<file path="src/rtl/swivm_mem_arbiter.sv">
// Two-port arbiter in front of the single-port SwiVM memory.
// It keeps one transaction in flight, drives a registered bus and returns read data per port.
module swivm_mem_arbiter #(
  parameter int MEM_LAT = 1,
  parameter bit RR      = 1'b1
) (
  input  logic        i_clk,
  input  logic        i_rst_n,
  input  logic        i0_req,
  input  logic [15:0] i0_addr,
  input  logic [31:0] i0_wrdata,
  input  logic [1:0]  i0_size,
  input  logic        i0_we,
  output logic        o0_gnt,
  output logic        o0_done,
  output logic [31:0] o0_rddata,
  input  logic        i1_req,
  input  logic [15:0] i1_addr,
  input  logic [31:0] i1_wrdata,
  input  logic [1:0]  i1_size,
  input  logic        i1_we,
  output logic        o1_gnt,
  output logic        o1_done,
  output logic [31:0] o1_rddata,
  output logic [15:0] o_addr,
  output logic [31:0] o_wrdata,
  output logic [1:0]  o_size,
  output logic        o_we,
  input  logic [31:0] i_rddata,
  output logic        o_busy,
  output logic [1:0]  o_dbg_state
);

  typedef enum logic [1:0] {
    ST_IDLE   = 2'd0,
    ST_ACCESS = 2'd1,
    ST_WAIT   = 2'd2
  } state_t;

  state_t      r_state;
  logic [3:0]  r_cnt;
  logic        r_win;
  logic        r_last;
  logic        r_rd;
  logic        r_gnt0;
  logic        r_gnt1;
  logic        r_done0;
  logic        r_done1;
  logic [15:0] r_addr;
  logic [31:0] r_wrdata;
  logic [1:0]  r_size;
  logic        r_we;
  logic [31:0] r_rddata0;
  logic [31:0] r_rddata1;
  logic        w_any;
  logic        w_win;

  // Handshake: iN_req is a level held until oN_gnt. oN_gnt and oN_done are
  // one-cycle pulses. The request fields are captured on the cycle that raises gnt.
  assign w_any = i0_req | i1_req;

  always_comb begin
    w_win = i1_req;
    if (i0_req && i1_req) w_win = RR ? ~r_last : 1'b0;
  end

  always_ff @(posedge i_clk) begin
    if (!i_rst_n) begin
      r_state   <= ST_IDLE;
      r_cnt     <= 4'd0;
      r_win     <= 1'b0;
      r_last    <= 1'b1;
      r_rd      <= 1'b0;
      r_gnt0    <= 1'b0;
      r_gnt1    <= 1'b0;
      r_done0   <= 1'b0;
      r_done1   <= 1'b0;
      r_addr    <= 16'd0;
      r_wrdata  <= 32'd0;
      r_size    <= 2'b11;
      r_we      <= 1'b1;
      r_rddata0 <= 32'd0;
      r_rddata1 <= 32'd0;
    end else begin
      r_gnt0  <= 1'b0;
      r_gnt1  <= 1'b0;
      r_done0 <= 1'b0;
      r_done1 <= 1'b0;
      case (r_state)
        ST_IDLE: begin
          if (w_any) begin
            r_win    <= w_win;
            r_last   <= w_win;
            r_addr   <= w_win ? i1_addr   : i0_addr;
            r_wrdata <= w_win ? i1_wrdata : i0_wrdata;
            r_size   <= w_win ? i1_size   : i0_size;
            r_we     <= w_win ? i1_we     : i0_we;
            r_rd     <= w_win ? i1_we     : i0_we;
            r_gnt0   <= ~w_win;
            r_gnt1   <= w_win;
            r_cnt    <= 4'(MEM_LAT - 1);
            r_state  <= ST_ACCESS;
          end
        end
        ST_ACCESS: begin
          // A write strobe lasts for this single cycle only.
          r_we    <= 1'b1;
          r_state <= ST_WAIT;
        end
        ST_WAIT: begin
          if (r_cnt == 4'd0) begin
            if (r_rd) begin
              if (r_win) r_rddata1 <= i_rddata;
              else       r_rddata0 <= i_rddata;
            end
            r_done0 <= ~r_win;
            r_done1 <= r_win;
            r_state <= ST_IDLE;
          end else begin
            r_cnt <= r_cnt - 4'd1;
          end
        end
        default: r_state <= ST_IDLE;
      endcase
    end
  end

  assign o0_gnt      = r_gnt0;
  assign o1_gnt      = r_gnt1;
  assign o0_done     = r_done0;
  assign o1_done     = r_done1;
  assign o0_rddata   = r_rddata0;
  assign o1_rddata   = r_rddata1;
  assign o_addr      = r_addr;
  assign o_wrdata    = r_wrdata;
  assign o_size      = r_size;
  assign o_we        = r_we;
  assign o_busy      = (r_state != ST_IDLE);
  assign o_dbg_state = r_state;

endmodule
</file>
<file path="config.mk">
export PLATFORM = sky130hd
export DESIGN_NAME = swivm_mem_arbiter
export DESIGN_NICKNAME = d
export VERILOG_FILES = /design/src/rtl/swivm_mem_arbiter.sv
export SDC_FILE = /design/constraint.sdc
export NUM_CORES = 1
export LEC_CHECK = 0
export BUFFER_PORTS_ARGS = -buffer_cell sky130_fd_sc_hd__clkbuf_2
export CAP_MARGIN = 20
export CORE_UTILIZATION = 45
export DETAILED_ROUTE_END_ITERATION = 8
export HOLD_SLACK_MARGIN = 0.15
export PLACE_DENSITY = 0.89
export SYNTH_ARGS = -nofsm -noshare
export SYNTH_HDL_FRONTEND = slang
export SYNTH_SLANG_ARGS = --single-unit
</file>
<file path="constraint.sdc">
create_clock -name i_clk -period 4.4 [get_ports i_clk]
set_input_delay 0.44 -clock i_clk [delete_from_list [all_inputs] [get_ports i_clk]]
set_output_delay 0.44 -clock i_clk [all_outputs]
set_load 0.01 [all_outputs]
</file>
# Word level (Yosys, flattened, before mapping)
# Cells that the tools add are included.
# word_totals
in_bits,138
reg_bits,128
output_inout_bits,122
elab_cells,52
# classes
eq_ne,5
add_sub_neg,1
mux,13
n_reduce_logical,14
bitwise,4
# op_table
cell,count
32-bit 2-to-1 mux,1
16-bit 2-to-1 mux,1
3-bit AND reduction,3
4-bit 2-to-1 mux,2
4-bit case mux with 2 select lines,1
4-bit AND reduction,2
2-bit 2-to-1 mux,3
"2-bit != test, second input constant",3
2-bit case mux with 3 select lines,1
2-bit AND reduction,3
2-bit nonzero test,3
4-bit logical NOT,1
"4-bit by 1-bit subtractor with 4-bit output, second input constant",1
1-bit 2-to-1 mux,3
1-bit inverter,3
"2-bit by 1-bit equality test with 1-bit output, second input constant",1
"2-bit equality test, second input constant",1
2-bit logical NOT,1
1-bit case mux with 2 select lines,1
1-bit logical AND,1
1-bit OR,1

# Longest topological paths before layout
# depth
depth_word,5
ltp_mapped,8
ltp_nobuf,6

# Least setup slack after synthesis
# No wires, ideal clock.
# synth_path
kind,register to register
from,reg r_cnt[0]
to,reg r_rddata0[30] (netlist: o0_rddata[30])
t_arrival_ns,1.437
required_time_ns,4.330
synth_period_minus_slack_ns,1.507
setup_ns,0.070
stages_incl_launch_ff,9
n_path_buf,2
setup_slack_ns,2.893
path_cell_list,dfxtp_1 -> inv_1 -> ha_1 -> nor3b_1 -> and4_1 -> buf_2 -> buf_4 -> nand2_1 -> a21boi_1
# synth_between
elab_chain_len,2
# synth_lines
element,line_no,text
start: declaration,41,logic [3:0] r_cnt;
start signal: assignment,101,r_cnt <= 4'(MEM_LAT - 1);
start signal: assignment,120,r_cnt <= r_cnt - 4'd1;
4-bit logical NOT,111,if (r_cnt == 4'd0) begin
4-bit AND reduction (no line),-,
end signal: assignment,114,else r_rddata0 <= i_rddata;
end: declaration,53,logic [31:0] r_rddata0;
# No other way between the ends.
# A chain may end at the register's enable or synchronous reset.

==> qor.yml <==
outcome:
  status: "finished clean"
routing:
  drt_wl_total_mm: 15.1
  wl_per_cell_um: 15.3
  via_per_inst: 5.11
  drc: 0
  vias: 5045
  final_antenna_net_count: 0
  drt_iter0_drc: 304
  dr.pass1.iters: 5
synthesis:
  yosys.cell_types.count: 34
  syn-cell-area_um2: 4910
  synthCells: 563
  synth_edf_count: 0
  ys_seq_area_share_pct: 52.2
  syn-mean-instance-area_um2: 8.72
  async_reset_ff_share_pct: 0
  yosys_warnings: 0
  syn_nets: 703
  ys.flop_type: "dfxtp_1"
  synth_seq_cells: 128
final_layout:
  fin_nets: 978
  mostFrequentLayoutCell: "clkbuf_2"
  n_antenna_cell: 0
  drive_gt1_share_pct: 35.8
  syn_to_final_growth_pct: 44.4
  utilization_pct: 67.7
  final_cell_mix: "clkbuf_2 (259), nand2_1 (133), dfxtp_1 (128), a21boi_1 (60), inv_1 (53)"
critical_path:
  critPathCaptureType: "register"
  worstPathArrival_ns: 2.66
  r2r_cells: 7
  required_ns: 4.83
  start_kind: "primary input"
  path_class: "primary input to register"
  critPathMaxFanout: 77
sta:
  finalClockSkew_ns: 0.0130
  grt_setup_unrepaired: "no"
  final.setup.tns_ns: 0
  slew_violations: 0
  fin_crit_ns: 2.23
  timing.fmax_ghz: 0.449
  setup_slack_ns: 2.17
  final-hold-violation-count: 0
  setup_viol: 0
  hold-worst-slack_ns: 0.171
  slew-limit-headroom_pct: 41.5
  min_period_over_period_pct: 50.7
  worst_slew_pin_slew_ns: 0.875
global_routing:
  grt_max_degree: 78
  grt_pass1_vias: 4900
  grt.total_usage_pct: 26.3
  antenna_found_initial: 0
  gr-total-overflow: 0
  grt_first_pass_wirelength_mm: 23.5
power:
  p_leak_nw: 3.16
  power_density_nw_per_um2: 415
  vdd_drop_max_v: 0.000286
clock_network:
  numCtsBuffers: 17
  cts_tree: "built"
  clock_latency_ns: 0.50
  ctsLongestPathBuffers: 2
  htreeDepth: 4
  root_buffer: "clkbuf_8"
  cts_resized: 0
  cts.clk_slew.worst_paths_ns: 0.06
  cts.sinks: 128
floorplan:
  dieArea_um2: 11300
  start_util_pct: 46.9
  fp-row-count: 37
  die_x_um: 106
  die_h_um: 106
  core_area_um2: 10500
  ios: 260
placed_design:
  preCtsSetupSlack_ns: 2.14
  port_buffers: 259
  place.gp.congestion: 0.837
  dp_hpwl_mm: 9.92
worst_hold_path:
  hold_depth: 3
  hp-class: "primary input to register"
run:
  cap_violations: 0
[timing repair]
action | in CTS | in global routing
setup buffers | 0 | 0
hold buffers | 28 | 0
hold endpoints to repair | 24 | 0
[synthesized netlist by cell type, types with 2 or more instances]
master      n  area (um^2)
nand4_1     2         12.5
a21boi_1   60          450
ha_1        2         25.0
nor2b_1     5         31.3
o21a_1      3         22.5
a22oi_1    46          345
o21ai_0    41          205
o21ai_1    11         55.1
buf_4       6         45.0
a21boi_0    5         37.5
nand3_1     2         10.0
buf_6       3         33.8
and4_1      2         17.5
nor2_1      8         30.0
nand2_1   133          499
inv_1      53          199
clkbuf_1   22         82.6
buf_2       8         40.0
a211oi_1    3         22.5
and3_1      2         12.5
xor2_1      2         17.5
a22oi_2     3         37.5
dfxtp_1   128         2560
nor3_1      3         15.0
[kinds of logic after synthesis]
family	synth area share (%)
flops	52.2
compound gates	24.9
fa+ha+maj	0.510
buf+inv	8.16
simple gates	13.8
xor+xnor	0.357
[final timing paths]
path	start	endpoint	slack, ns
setup / recovery	i_rst_n	o_wrdata[19]$_SDFFE_PN0P_	2.17
hold / removal	i0_wrdata[4]	o_wrdata[4]$_SDFFE_PN0P_	0.17
setup reg to reg	r_cnt[0]$_SDFFE_PN0P_	o1_rddata[0]$_SDFFE_PN0P_	2.24
hold reg to reg	o1_rddata[29]$_SDFFE_PN0P_	o1_rddata[29]$_SDFFE_PN0P_	0.45
[per-stage QoR]
step | std cells | cell area [um^2] | power [mW]
floorplan | 563 | 4910 | 1.42
global placement | 927 | 6230 | 1.57
detailed placement | 927 | 6230 | 1.58
CTS | 987 | 7090 | 2.95
global route | 987 | 7090 | 3.05
finish | 987 | 7090 | 2.94
[report_power, final]
part | internal [mW] | leakage (nW) | switching, mW | total [mW]
clock network | 0.815 | 0.269 | 0.539 | 1.35
logic | 0.152 | 1.85 | 0.179 | 0.330
registers | 1.22 | 1.04 | 0.0360 | 1.26
total | 2.19 | 3.16 | 0.753 | 2.94
[worst max-delay path, stage by stage]
cell and delay, ns:
clkbuf_2 0.10, buf_4 0.49, o2111a_1 0.36, buf_4 0.45
a22oi_1 0.14, dlygate4sd3_1 0.59, o21ai_0 0.06
[metal layers]
| metal | GRT usage [%] | routed length [um] | vias up |
|---|---|---|---|
| met1 | 29.4 | 5780 | 2316 |
| met4 | 15.0 | 722 | 0 |
| met5 | 0 | 0 | - |
| met2 | 45.7 | 7480 | 252 |
| li1 | - | - | 2428 |
| met3 | 6.13 | 1070 | 49 |
[registers in the layout, summed over array words and instances (netlist names)]
register and cells:
o1_rddata 32, o1_gnt 1, o_addr 16, o0_rddata 32, o0_done 1, r_rd 1, r_cnt 4, o0_gnt 1
o_size 2, r_last 1, o_we 1, o_wrdata 32, r_win 1, o1_done 1, o_dbg_state 2
[area by class of cell]
type / instances / area [um^2]
fill: 820 / 3380
inverter: 53 / 199
multi-input combinational: 343 / 1940
clock inverter: 14 / 156
timing repair buffer: 295 / 1640
tap: 136 / 170
sequential: 128 / 2560
clock buffer: 18 / 418
No activity file was read; power rests on OpenSTA's default activity.
